## src/rtl/pkt_frame_assembler.sv

```systemverilog
// Packs a 32-byte payload plus little-endian FCS, runs one CRC check and hands the word downstream.
// Latency: crc_valid 1 cycle after the last FCS byte; pkt_valid 1 cycle after crc_done or CRC_TIMEOUT cycles in WAIT_CRC.
// Backpressure: in_ready low from START until the packet is accepted; pkt_valid holds while pkt_ready is low.
module pkt_frame_assembler #(
    parameter int CRC_TIMEOUT = 64,
    parameter int ERR_CNT_W   = 16
) (
    input  logic                 clk,
    input  logic                 rst,
    input  logic [7:0]           in_data,
    input  logic                 in_sof,
    input  logic                 in_valid,
    output logic                 in_ready,
    output logic [255:0]         crc_data,
    output logic                 crc_valid,
    input  logic [31:0]          crc_result,
    input  logic                 crc_done,
    output logic [255:0]         pkt_data,
    output logic [31:0]          pkt_fcs,
    output logic                 pkt_crc_ok,
    output logic                 pkt_timeout,
    output logic                 pkt_valid,
    input  logic                 pkt_ready,
    output logic [ERR_CNT_W-1:0] err_cnt,
    output logic [ERR_CNT_W-1:0] abort_cnt
);
    typedef enum logic [2:0] {IDLE, COLLECT, FCS, START, WAIT_CRC, OUT} state_t;

    localparam int TW = $clog2(CRC_TIMEOUT + 1);
    localparam logic [TW-1:0] TMO_LAST = TW'(CRC_TIMEOUT - 1);

    state_t        state;
    logic [4:0]    byte_cnt;
    logic [1:0]    fcs_cnt;
    logic [31:0]   fcs;
    logic [TW-1:0] tmo_cnt;
    logic          acc;

    assign acc = in_valid && in_ready;

    // The collect/FCS registers are frozen from START until the packet leaves OUT,
    // so they double as the downstream payload without a second copy.
    assign pkt_data = crc_data;
    assign pkt_fcs  = fcs;

    always_ff @(posedge clk) begin
        if (rst) begin
            state       <= IDLE;
            in_ready    <= 1'b0;
            crc_valid   <= 1'b0;
            pkt_valid   <= 1'b0;
            pkt_crc_ok  <= 1'b0;
            pkt_timeout <= 1'b0;
            err_cnt     <= '0;
            abort_cnt   <= '0;
            crc_data    <= '0;
            fcs         <= '0;
            byte_cnt    <= '0;
            fcs_cnt     <= '0;
            tmo_cnt     <= '0;
        end else begin
            crc_valid <= 1'b0;
            case (state)
                IDLE: begin
                    in_ready <= 1'b1;
                    if (acc && in_sof) begin
                        crc_data[255 -: 8] <= in_data;
                        byte_cnt           <= 5'd1;
                        state              <= COLLECT;
                    end
                end
                COLLECT, FCS: begin
                    if (acc && in_sof) begin
                        // Early start of frame: restart with this byte as byte 0.
                        crc_data[255 -: 8] <= in_data;
                        byte_cnt           <= 5'd1;
                        state              <= COLLECT;
                        if (abort_cnt != '1)
                            abort_cnt <= abort_cnt + 1'b1;
                    end else if (acc && state == COLLECT) begin
                        crc_data[255 - 8*int'(byte_cnt) -: 8] <= in_data;
                        byte_cnt <= byte_cnt + 1'b1;
                        if (byte_cnt == 5'd31) begin
                            state   <= FCS;
                            fcs_cnt <= 2'd0;
                        end
                    end else if (acc) begin
                        fcs[8*int'(fcs_cnt) +: 8] <= in_data;
                        fcs_cnt <= fcs_cnt + 1'b1;
                        if (fcs_cnt == 2'd3) begin
                            state     <= START;
                            in_ready  <= 1'b0;
                            crc_valid <= 1'b1;
                        end
                    end
                end
                START: begin
                    state   <= WAIT_CRC;
                    tmo_cnt <= '0;
                end
                WAIT_CRC: begin
                    if (crc_done) begin
                        pkt_crc_ok  <= (crc_result == fcs);
                        pkt_timeout <= 1'b0;
                        pkt_valid   <= 1'b1;
                        state       <= OUT;
                    end else if (tmo_cnt == TMO_LAST) begin
                        pkt_crc_ok  <= 1'b0;
                        pkt_timeout <= 1'b1;
                        pkt_valid   <= 1'b1;
                        state       <= OUT;
                    end else begin
                        tmo_cnt <= tmo_cnt + 1'b1;
                    end
                end
                OUT: begin
                    if (pkt_ready) begin
                        pkt_valid   <= 1'b0;
                        pkt_crc_ok  <= 1'b0;
                        pkt_timeout <= 1'b0;
                        in_ready    <= 1'b1;
                        state       <= IDLE;
                        if (!pkt_crc_ok && err_cnt != '1)
                            err_cnt <= err_cnt + 1'b1;
                    end
                end
                default: begin
                    state    <= IDLE;
                    in_ready <= 1'b0;
                end
            endcase
        end
    end
endmodule

```

## config.mk

```make
export PLATFORM = sky130hd
export DESIGN_NAME = pkt_frame_assembler
export DESIGN_NICKNAME = d
export VERILOG_FILES = /design/src/rtl/pkt_frame_assembler.sv
export SDC_FILE = /design/constraint.sdc
export NUM_CORES = 1
export LEC_CHECK = 0
export CAP_MARGIN = 20
export CORE_AREA = 2 2 241 243
export CTS_CLUSTER_SIZE = 28
export DETAILED_ROUTE_END_ITERATION = 10
export DIE_AREA = 0 0 243 245
export SLEW_MARGIN = 0
export SYNTH_ARGS = -nofsm -noshare
export SYNTH_HDL_FRONTEND = slang
export SYNTH_SLANG_ARGS = --single-unit
```

## constraint.sdc

```tcl
create_clock -name clk -period 4 [get_ports clk]
set_input_delay 0.8 -clock clk [delete_from_list [all_inputs] [get_ports clk]]
set_output_delay 0.8 -clock clk [all_outputs]
set_load 0.01 [all_outputs]
```

==> Yosys cells after proc, flatten, opt, wreduce, memory -nomap -nowiden <==
Index checks and enable logic that the tools add are counted.
Widths: inputs -> output; s select.
{ "totals": {"regBits": 342, "latch_bits": 0, "ram_bits": 0, "mem_bits_ro": 0, "inputBits": 46, "out_inout_bits": 581, "elab_cells": 121, "memories": 0} }
{ "op_classes": {"n_addsub": 8, "n_mul": 0, "n_div": 0, "n_lt_le_gt_ge": 0, "eq_ne": 25, "shift": 4, "muxes": 42, "n_bitwise": 5, "reduce_logical": 23} }
{ "op_table": {"columns": ["operator", "count"], "rows": [
  ["$shift 8x33->263 const A", 1],
  ["$shiftx 8x33->263", 1],
  ["$bwmux 256", 1],
  ["$mux 256", 1],
  ["$neg 5->33", 1],
  ["$neg 9->33", 1],
  ["$shift 8x33->32 const A", 1],
  ["$shiftx 8x33->32", 1],
  ["$add 16x1->16 const B", 2],
  ["$bwmux 32", 1],
  ["$eq 32x32->1", 1],
  ["$ne 16x16->1 const B", 2],
  ["$mux 3", 9],
  ["$reduce_and 3->1", 6],
  ["$mux 8", 2],
  ["$ne 2x2->1 const B", 8],
  ["$pmux 8 s2", 1],
  ["$mux 5", 3],
  ["$pmux 3 s5", 1],
  ["$mux 7", 2],
  ["$pmux 7 s2", 1],
  ["$mux 1", 12],
  ["$ne 4x4->1 const B", 3],
  ["$reduce_and 6->1", 2],
  ["other kinds (24)", 43]
]} }

==> Depth between registers and ports, before layout <==
Gate-level depths: netlist of run 1.
{ "depth": {"depth_word": 7, "ltp_mapped": 9, "depth_no_buf": 8} }

==> Least setup slack after synthesis of run 1 <==
OpenSTA, ideal clock, no wires.
{ "synth_timing": {"kind": "input to register", "from": "in in_sof", "to": "reg crc_data[152]", "arrival_ns": 2.464, "required_time_ns": 3.928, "slack_ns": 1.463, "stages": 7, "n_path_buf": 2, "path_cell_list": "clkbuf_1 -> and4bb_2 -> nand2_1 -> or3_1 -> clkbuf_1 -> nor2_2 -> mux2i_1"} }
{ "synth_between": {"elab_chain_cells": 3} }
{ "synth_lines": {"columns": ["item", "line_no", "source"], "rows": [
  ["start, declared", "11", "input logic in_sof,"],
  ["$logic_and 1x1->1", "73", "if (acc && in_sof) begin"],
  ["$not 1->1 (no source line)", null, null],
  ["$reduce_and 3->1 (no source line)", null, null],
  ["end signal, assigned by index", "67", "crc_data[255 -: 8] <= in_data;"],
  ["end signal, assigned by index", "75", "crc_data[255 -: 8] <= in_data;"],
  ["end signal, assigned by index", "81", "crc_data[255 - 8*int'(byte_cnt) -: 8] <= in_data;"],
  ["end, declared", "14", "output logic [255:0] crc_data,"]
]} }
Every way passes these cells.
A chain may end at the register's enable or synchronous reset.

==> Worst setup path in the final report of run 1 <==
{ "layout_timing": {"from": "reg state[0]", "to": "reg crc_data[159]"} }
{ "layout_between": {"elab_chain_cells": 3} }
{ "layout_lines": {"columns": ["item", "line_no", "source"], "rows": [
  ["start, declared", "32", "state_t state;"],
  ["start signal, assigned", "48", "state <= IDLE;"],
  ["start signal, assigned", "69", "state <= COLLECT;"],
  ["start signal, assigned", "77", "state <= COLLECT;"],
  ["$eq 3x1->1 / $eq 3x2->1 (equally long branches)", "63, 80", null],
  ["$reduce_or 2->1 / $logic_and 1x1->1 (equally long branches)", "63, 80", null],
  ["$reduce_and 3->1 (no source line) (*)", null, null]
]} }
Every way passes the cells marked *; elsewhere a longest branch is shown, timed or not.

==> metrics.txt, run 1 <==
post-synthesis mux area share 9.46%; wire per inst 19.7 um; Period minus WS final 2.83 ns; GRT overflow 0; critical path arrival 3.31 ns; global-route wire length before repair 84.7 mm; status finished, final reports clean; Final period util 70.8%; Die ar. 0.0595 mm^2; clk sinks 342; required time of the critical path 4.48 ns; Gate Count Post-Synth 1,792; count of input and output buffers 626; PD cells 343 mW/mm^2; post-DP HPWL 42.9 mm; Worst R2R End crc_data[159]; Synth Area in XOR/XNOR 3.26%; Post-synth EDFFs 0; post-synthesis adder-cell area fraction 1.28%; Post-Route WL 57.8 mm; PnR Total Power 7540 uW; starting density of the core 27.3%; Leak Pwr 0.00768 uW; largest net degree at the start of global routing 148; Area Overhead vs Synth 41.3%; Slowest Stage Delay on Critical Path 0.86 ns; CP Launch Type flop; H-Tree Depth 2; Hold Path Class flop to flop; Place WS 0.651 ns; First DRT Iteration DRCs 554; Synth cell types 57; drt drc 0; dominant cell type by area after synthesis dfxtp_1; Setup Skew 0.0116 ns; Vias 13,622; I/O pin cnt 627; gr usage total 18.5%; Yosys Warn Count 0; Synth Area per Inst 8.70 um^2; vias per inst 4.64; Inst Count DP 2,863; number of buffers and inverters on the critical path 0; asr flop ratio synth 0%; CTS tree done; sequential-to-total area share from yosys stat 43.9%; setup bufs post-CTS 0; Slew @ Worst Pin 1.04 ns; Max-slew headroom 30.6%; Nets 2,202; # fillers 5,658; Synth top area share 43.9%; max-cap viol count 0; vias in the first global route 13,166; Worst Setup SP state[0]; largest family of logic cells by synthesized area simple AND/OR/NAND/NOR gates; worst r2r src state[0]; GPL Wtd Cong 0.869; Simple-Gate Fraction of Synth Area 19.9%; DRT Pass-1 Iters 5; Syn Nets 1,854; design area 0.0220 mm^2; stages on the worst setup path 5; Setup TNS 0 ns; antenna-violating nets left 0; CP Capture Point crc_data[159]; Max Slew Vio Count 0; Post-Layout Cell Count 2,934; RSZ-0062 raised after global routing false; post-layout worst setup margin 1.17 ns; Ant. Diodes 0; Fin. Hold Viols 0; clock root cell clkbuf_16; Synth Cell Area 0.0156 mm^2; Yosys reg bits 342; top post-synthesis cells by area dfxtp_1 44%, buf_4 12%, mux2i_1 9.3%, nand2_1 5.3%, nand3_1 4.5%; clock buffer depth 3; share of layout cells above drive strength 1 5.39%; Slowest cell on crit path dfxtp_1; Crit Path Category flop to flop; top_reg_cell synth dfxtp_1; final setup fails 0; Hold Buf Count CTS 0; die boundary width 243 um; height of the die 245 um; clock-pin transition on the worst setup and hold timing paths 0.06 ns; clk_lat worst skew 0.55 ns; CP Capture Type flop; Num CTS Buffers 40; Fmax 0.353 GHz; delay-heaviest family, CP simple AND/OR/NAND/NOR gates; core area 0.0570 mm^2; Peak supply drop 0.255 mV; R2R depth 5; setup slack, reg-to-reg 1.17 ns; dpl cell area 0.0207 mm^2; initial antenna violation count 1; cell row count 88; CP cell instances nor2b_1, nand2_1, or3_1, nor2_2, mux2i_1; post-CTS resize count 0; fraction of the mapped netlist area in compound gates 7.25%; crit-path max FO 19
-- cell type report --
cell class,instances,area (um^2),area share [%]
clock inverter,14,136,0.619
clock buffer,57,1150,5.21
timing repair buffer,651,6440,29.3
inverter,13,51.3,0.233
sequential,342,6850,31.1
multi-input combinational,1092,6440,29.2
tap,765,957,4.35
-- power by group --
group / switching, uW / internal, uW / leakage, uW
sequential: 62.2 / 3430 / 0.00275
clock: 1470 / 2130 / 0.000629
combinational: 282 / 169 / 0.00429
total: 1820 / 5720 / 0.00768
-- worst register-to-register path, delay by kind of cell (launching register included) --
kind / cells / cell delay (ns)
simple gates: 4 / 1.65
mux: 1 / 0.25
flops: 1 / 0.86
-- kinds of logic after synthesis --
group | Yosys count
multiplexers | 147
XOR/XNOR | 58
buffers and inverters | 358
AO/OA/AOI/OAI | 207
adder cells (fa/ha/maj) | 16
AND/OR/NAND/NOR | 664
flip-flops | 342
-- state kept, by name (all words and copies together), names as in the netlist --
| register | count |
|---|---|
| state | 3 |
| pkt_valid | 1 |
| pkt_crc_ok | 1 |
| crc_valid | 1 |
| byte_cnt | 5 |
| pkt_fcs | 32 |
| abort_cnt | 16 |
| err_cnt | 16 |
| in_ready | 1 |
| fcs_cnt | 2 |
| crc_data | 256 |
| pkt_timeout | 1 |
| tmo_cnt | 7 |
-- cells in the mapped netlist, types with 5 or more instances --
library cell and n:
nor3b_1 6, o21ai_0 100, nor2b_1 9, nand2_1 218, mux2i_1 145, and2_1 29, nor2_1 153, xor2_1 34
nor4_1 16, nor2_2 6, inv_1 13, nand2b_1 5, clkbuf_1 76, nand3_1 140, buf_1 7, xnor2_1 24
or4_1 5, a22o_1 8, nand4_1 17, ha_1 16, or3_1 10, nor3_1 19, dfxtp_1 342, buf_4 256
a21oi_1 74, and3_1 8
-- worst min-delay path by stage --
stage	depth (start not counted)	from	slack, ns	end
after floorplan	2	tmo_cnt[6]	0.43	tmo_cnt[6]
after global placement	2	tmo_cnt[6]	0.45	tmo_cnt[6]
after detailed placement	2	pkt_timeout	0.47	pkt_timeout
after global routing	2	crc_data[24]	0.50	crc_data[24]
after CTS	2	crc_data[157]	0.48	crc_data[157]
final	2	crc_data[157]	0.48	crc_data[157]
-- layout by cell type, fill, tap and decap left out, types with 10 or more instances in the layout --
master	synthesis	routed
o21ai_0	100	100
inv_1	13	12
and2_1	29	29
nor4_1	16	16
nor2_1	153	153
xor2_1	34	34
nand4_1	17	17
nand3_1	140	140
dfxtp_1	342	342
a21oi_1	74	74
or3_1	10	10
buf_4	256	24
clkbuf_16	0	41
mux2i_1	145	145
xnor2_1	24	24
clkdlybuf4s50_1	0	620
nand2_1	218	218
nor3_1	19	17
ha_1	16	16
clkbuf_1	76	10
-- layer usage --
metal	wire, um	up-vias	part of all wire (%)	global-route usage [%]
met5	16	-	0.028	0
li1	-	6520	-	-
met4	906	2	1.6	4.06
met3	3010	57	5.2	3.47
met2	29600	494	51	33.6
met1	24200	6549	42	22.6
-- per-stage QoR --
stage	util (%)	hold slack, ns
finish	38.6	0.475
detailed placement	36.4	0.467
global route	38.6	0.502
global placement	36.3	0.449
CTS	38.6	0.480
floorplan	-	0.435
(Power assumes the default switching activity.)
==> run 2, diff against run 1 <==
--- a/config.mk
+++ b/config.mk
@@ -6,10 +6,10 @@
 export NUM_CORES = 1
 export LEC_CHECK = 0
 export CAP_MARGIN = 20
-export CORE_AREA = 2 2 241 243
+export CORE_AREA = 2 2 246 248
 export CTS_CLUSTER_SIZE = 28
 export DETAILED_ROUTE_END_ITERATION = 10
-export DIE_AREA = 0 0 243 245
+export DIE_AREA = 0 0 248 250
 export SLEW_MARGIN = 0
 export SYNTH_ARGS = -nofsm -noshare
 export SYNTH_HDL_FRONTEND = slang
==> constraint.sdc (replaced) <==
create_clock -name clk -period 2.6 [get_ports clk]
set_input_delay 0.52 -clock clk [delete_from_list [all_inputs] [get_ports clk]]
set_output_delay 0.52 -clock clk [all_outputs]
set_load 0.01 [all_outputs]
==> metrics.txt, run 2 (same netlist as run 1, synthesis figures left out) <==
worst r2r src state[0]; CP Capture Point crc_data[39]; post-CTS resize count 0 (unchanged); drt drc 0 (unchanged); Setup Skew 0.0245 ns (+0.0129 ns); Slew @ Worst Pin 0.818 ns (-0.220 ns); cell row count 90 (+2.3%); Leak Pwr 0.00790 uW (+2.9%); Period minus WS final 2.37 ns (-0.462 ns); antenna-violating nets left 0 (unchanged); Hold Buf Count CTS 0 (unchanged); leading cell type in the layout, fill and taps excluded clkdlybuf4s50_1; clock buffer depth 3 (unchanged); CTS tree done; Max Slew Vio Count 0 (unchanged); CP Capture Type flop; CP cell instances nor2b_1, nand2_1, buf_4, or3_1, mux2i_1, nor2_1; count of input and output buffers 626 (unchanged); Vias 13,743 (+0.89%); setup slack, reg-to-reg 0.23 ns (-0.94 ns); H-Tree Depth 2 (unchanged); Worst Setup SP state[0]; met2 global-route usage 32.2% (-1.5 points); delay-heaviest family, CP simple AND/OR/NAND/NOR gates; Worst R2R End crc_data[39]; max-cap viol count 0 (unchanged); core area 0.0596 mm^2 (+4.4%); R2R depth 6 (+1); final setup fails 0 (unchanged); height of the die 250 um (+2.0%); Slowest Stage Delay on Critical Path 0.57 ns (-0.29 ns); wire per inst 19.5 um (-0.92%); share of layout cells above drive strength 1 7.10% (+1.7 points); Hold Path Class primary input to flop; global-route wire length before repair 85.1 mm (+0.46%); CP Launch Type flop; post-DP HPWL 43.6 mm (+1.5%); initial antenna violation count 2 (+1); Num CTS Buffers 38 (-5.0%); Max-slew headroom 45.0% (+14 points); number of buffers and inverters on the critical path 1 (+1); starting density of the core 26.2% (-1.2 points); First DRT Iteration DRCs 658 (+19%); I/O pin cnt 627 (unchanged); status finished, final reports clean; Fmax 0.422 GHz (+19%); routing usage on met3 3.01% (-0.45 points); Hold Startpoint rst; vias per inst 4.59 (-1.2%); Slowest cell on crit path or3_1; Nets 2,248 (+2.1%); RSZ-0062 raised after global routing false; max FFs per register 256 (unchanged); GRT overflow 0 (unchanged); GPL Wtd Cong 0.814 (-6.4%); Die ar. 0.0620 mm^2 (+4.1%); vias in the first global route 13,433 (+2.0%); clk_lat worst skew 0.55 ns (about the same); Post-Route Utilization 37.8% (-0.82 points); stages on the worst setup path 6 (+1); gr usage total 18.1% (-0.43 points); critical path arrival 2.79 ns (-0.52 ns); Crit Path Category flop to flop; DRT Pass-1 Iters 5 (unchanged); Fin. Hold Viols 0 (unchanged); met1 Use GR 22.1% (-0.51 points); Peak supply drop 0.299 mV (+18%); # fillers 5,894 (+4.2%); clk sinks 342 (unchanged); clock-pin transition on the worst setup and hold timing paths 0.07 ns (about the same); layer with the highest usage met2; largest net degree at the start of global routing 119 (-20%); clock root cell clkbuf_16; Area Overhead vs Synth 44.4%; setup bufs post-CTS 0 (unchanged); die boundary width 248 um (+2.1%); Post-Route WL 58.4 mm (+1.1%); required time of the critical path 3.02 ns (-1.46 ns); crit-path max FO 9 (-10); Setup TNS 0 ns (unchanged); most frequent cells in the layout 622 x clkdlybuf4s50_1, 342 x dfxtp_1, 218 x nand2_1, 152 x nor2_1, 145 x mux2i_1; Final period util 91.2% (+20 points); Most flops, register crc_data; PD cells 503 mW/mm^2 (+47%)
-- run 2: area by class of cell --
| class | instances | area (um^2) | share of cell area (%) |
|---|---|---|---|
| Sequential cell | 342 | 6850 | 30.4 |
| Timing Repair Buffer | 699 | 7000 | 31.1 |
| Clock buffer | 58 | 1110 | 4.92 |
| Clock inverter | 8 | 76.3 | 0.339 |
| Antenna cell | 1 | 2.50 | 0.0111 |
| Multi-Input combinational cell | 1092 | 6440 | 28.6 |
| Tap cell | 782 | 978 | 4.35 |
| Inverter | 13 | 51.3 | 0.228 |
-- run 2: through the flow --
step | hold slack [ns] | setup WS, ns | total power [uW] | instance area (um^2) | std cells
2_1_floorplan | 0.435 | 0.343 | 5840 | 15600 | 1792
3_3_place_gp | 0.450 | -0.0813 | 6220 | 21300 | 2928
3_5_place_dp | 0.467 | -0.0828 | 6230 | 21300 | 2928
4_1_cts | 0.170 | 0.229 | 11500 | 22500 | 2994
5_1_grt | 0.180 | 0.0714 | 11700 | 22500 | 2995
6_report | 0.218 | 0.230 | 11300 | 22500 | 2995
-- run 2: layer usage --
metal	routed length [um]	up-vias	share of wire, %
met4	1410	2	2.4
met5	12	-	0.021
met3	3140	77	5.4
met2	29300	522	50
li1	-	6590	-
met1	24600	6552	42
-- run 2: how the worst min path moves through the flow --
stage | slack, ns | endpoint | cells after the start
2_1_floorplan | 0.43 | tmo_cnt[6] | 2
3_3_place_gp | 0.45 | tmo_cnt[6] | 2
3_5_place_dp | 0.47 | tmo_cnt[6] | 2
4_1_cts | 0.17 | byte_cnt[0] | 2
5_1_grt | 0.18 | byte_cnt[1] | 2
6_report | 0.22 | byte_cnt[0] | 2
-- run 2: power by group --
group	internal, uW	switching (uW)	leakage (uW)
sequential	5270	62.8	0.00275
combinational	294	478	0.00458
clock	3030	2190	0.000570
==> run 3, diff against run 2 <==
--- a/config.mk
+++ b/config.mk
@@ -10,6 +10,7 @@
 export CTS_CLUSTER_SIZE = 28
 export DETAILED_ROUTE_END_ITERATION = 10
 export DIE_AREA = 0 0 248 250
+export SETUP_SLACK_MARGIN = 0.1
 export SLEW_MARGIN = 0
 export SYNTH_ARGS = -nofsm -noshare
 export SYNTH_HDL_FRONTEND = slang
==> metrics.txt, run 3 (same netlist as run 1, synthesis figures left out) <==
Place WS -0.0828 ns (unchanged); leading cell type in the layout, fill and taps excluded clkdlybuf4s50_1; Leak Pwr 0.00790 uW (about the same); Max-slew headroom 45.0% (unchanged); Crit Path Category flop to flop; PnR Total Power 11,300 uW (about the same); GRT overflow 0 (unchanged); GPL Wtd Cong 0.814 (unchanged); Vias 13,755 (+0.087%); Hold Buf Count CTS 0 (unchanged); final setup fails 0 (unchanged); met2 global-route usage 32.2% (unchanged); clk sinks 342 (unchanged); Num CTS Buffers 38 (unchanged); routing usage on met3 3.01% (unchanged); Worst Setup SP state[0]; layer with the highest usage met2; Final period util 89.3% (-1.9 points); Die ar. 0.0620 mm^2 (unchanged); Hold Path Class primary input to flop; largest net degree at the start of global routing 119 (unchanged); Max Slew Vio Count 0 (unchanged); CP cell instances nand2b_4, or3_1, or4_1, or3_1, a21oi_1; Period minus WS final 2.32 ns (-0.0489 ns); Fin. Hold Viols 0 (unchanged); Nets 2,248 (unchanged); share of layout cells above drive strength 1 7.14% (+0.045 points); critical path arrival 2.79 ns (about the same); post-DP HPWL 43.6 mm (unchanged); clock-pin transition on the worst setup and hold timing paths 0.07 ns (about the same); Hold Startpoint rst; Slowest cell on crit path or4_1; RSZ-0062 raised after global routing false; status finished, final reports clean; I/O pin cnt 627 (unchanged); Peak supply drop 0.299 mV (unchanged); Slowest Stage Delay on Critical Path 0.63 ns (+0.06 ns); clk_lat worst skew 0.55 ns (about the same); height of the die 250 um (unchanged); drt drc 0 (unchanged); wire per inst 19.5 um (about the same); Slew @ Worst Pin 0.818 ns (unchanged); antenna-violating nets left 0 (unchanged); CP Capture Type flop; First DRT Iteration DRCs 662 (+0.61%); required time of the critical path 3.07 ns (+0.05 ns); # fillers 5,894 (unchanged); global-route wire length before repair 85.1 mm (unchanged); core area 0.0596 mm^2 (unchanged); cell row count 90 (unchanged); worst r2r src state[0]; H-Tree Depth 2 (unchanged); setup slack, reg-to-reg 0.28 ns (+0.05 ns); post-CTS resize count 0 (unchanged); gr usage total 18.1% (unchanged); post-layout worst setup margin 0.279 ns (+0.0489 ns); PD cells 503 mW/mm^2 (about the same); crit-path max FO 9 (unchanged); met1 Use GR 22.1% (unchanged); Setup Skew 0.0245 ns (-0.00000250 ns); count of input and output buffers 626 (unchanged); initial antenna violation count 2 (unchanged); max-cap viol count 0 (unchanged); setup bufs post-CTS 0 (unchanged); CTS tree done; starting density of the core 26.2% (unchanged); Fmax 0.431 GHz (+2.1%); number of buffers and inverters on the critical path 0 (-1); Area Overhead vs Synth 44.4% (about the same); Post-Route WL 58.5 mm (about the same); most frequent cells in the layout 622 x clkdlybuf4s50_1, 342 x dfxtp_1, 218 x nand2_1, 152 x nor2_1, 145 x mux2i_1; Most flops, register crc_data; vias per inst 4.59 (about the same); CP Launch Type flop; max FFs per register 256 (unchanged); vias in the first global route 13,433 (unchanged); DRT Pass-1 Iters 5 (unchanged); clock root cell clkbuf_16; delay-heaviest family, CP simple AND/OR/NAND/NOR gates; clock buffer depth 3 (unchanged); die boundary width 248 um (unchanged); Setup TNS 0 ns (unchanged); most used cell along the critical path or3_1
[run 3: cell count changes in the layout (fill, tap and decap cells not counted)]
cell / change
nor2b_2: +1
nor2b_1: -1
[run 3: area by class of cell]
type | instances | area (um^2) | area share (%)
diodes | 1 | 2.50 | 0.0111
clock buffers | 58 | 1110 | 4.92
clock inverters | 8 | 76.3 | 0.339
inverters | 13 | 51.3 | 0.228
multi-input cells | 1092 | 6450 | 28.6
flip-flops and latches | 342 | 6850 | 30.4
well taps | 782 | 978 | 4.35
repair buffers | 699 | 7000 | 31.1
[run 3: path summary, 6_finish.rpt]
check                           cells past startpoint      endpoint
worst max-delay path                                5   err_cnt[15]
worst min-delay path                                2   byte_cnt[0]
worst max register to register                      5   err_cnt[15]
worst min register to register                      2  crc_data[49]
[run 3: routing by layer]
layer  vias up  wire [um]
met5         -         12
met4         2       1410
met2       530      29300
met3        77       3160
met1      6556      24600
li1       6590          -
[run 3: stage by stage]
step / cell area [um^2] / hold WS (ns) / std cells / utilization (%)
detailed placement: 21300 / 0.467 / 2928 / 35.8
finish: 22500 / 0.218 / 2995 / 37.8
global route: 22500 / 0.180 / 2995 / 37.8
floorplan: 15600 / 0.435 / 1792 / -
global placement: 21300 / 0.450 / 2928 / 35.8
CTS: 22500 / 0.170 / 2994 / 37.8
[run 3: power by group]
group          leakage (uW)  total (uW)  switching [uW]  internal (uW)
Clock              0.000570        5220            2190           3030
Sequential          0.00275        5340            63.1           5270
Combinational       0.00458         774             478            296
Total               0.00790       11300            2730           8600
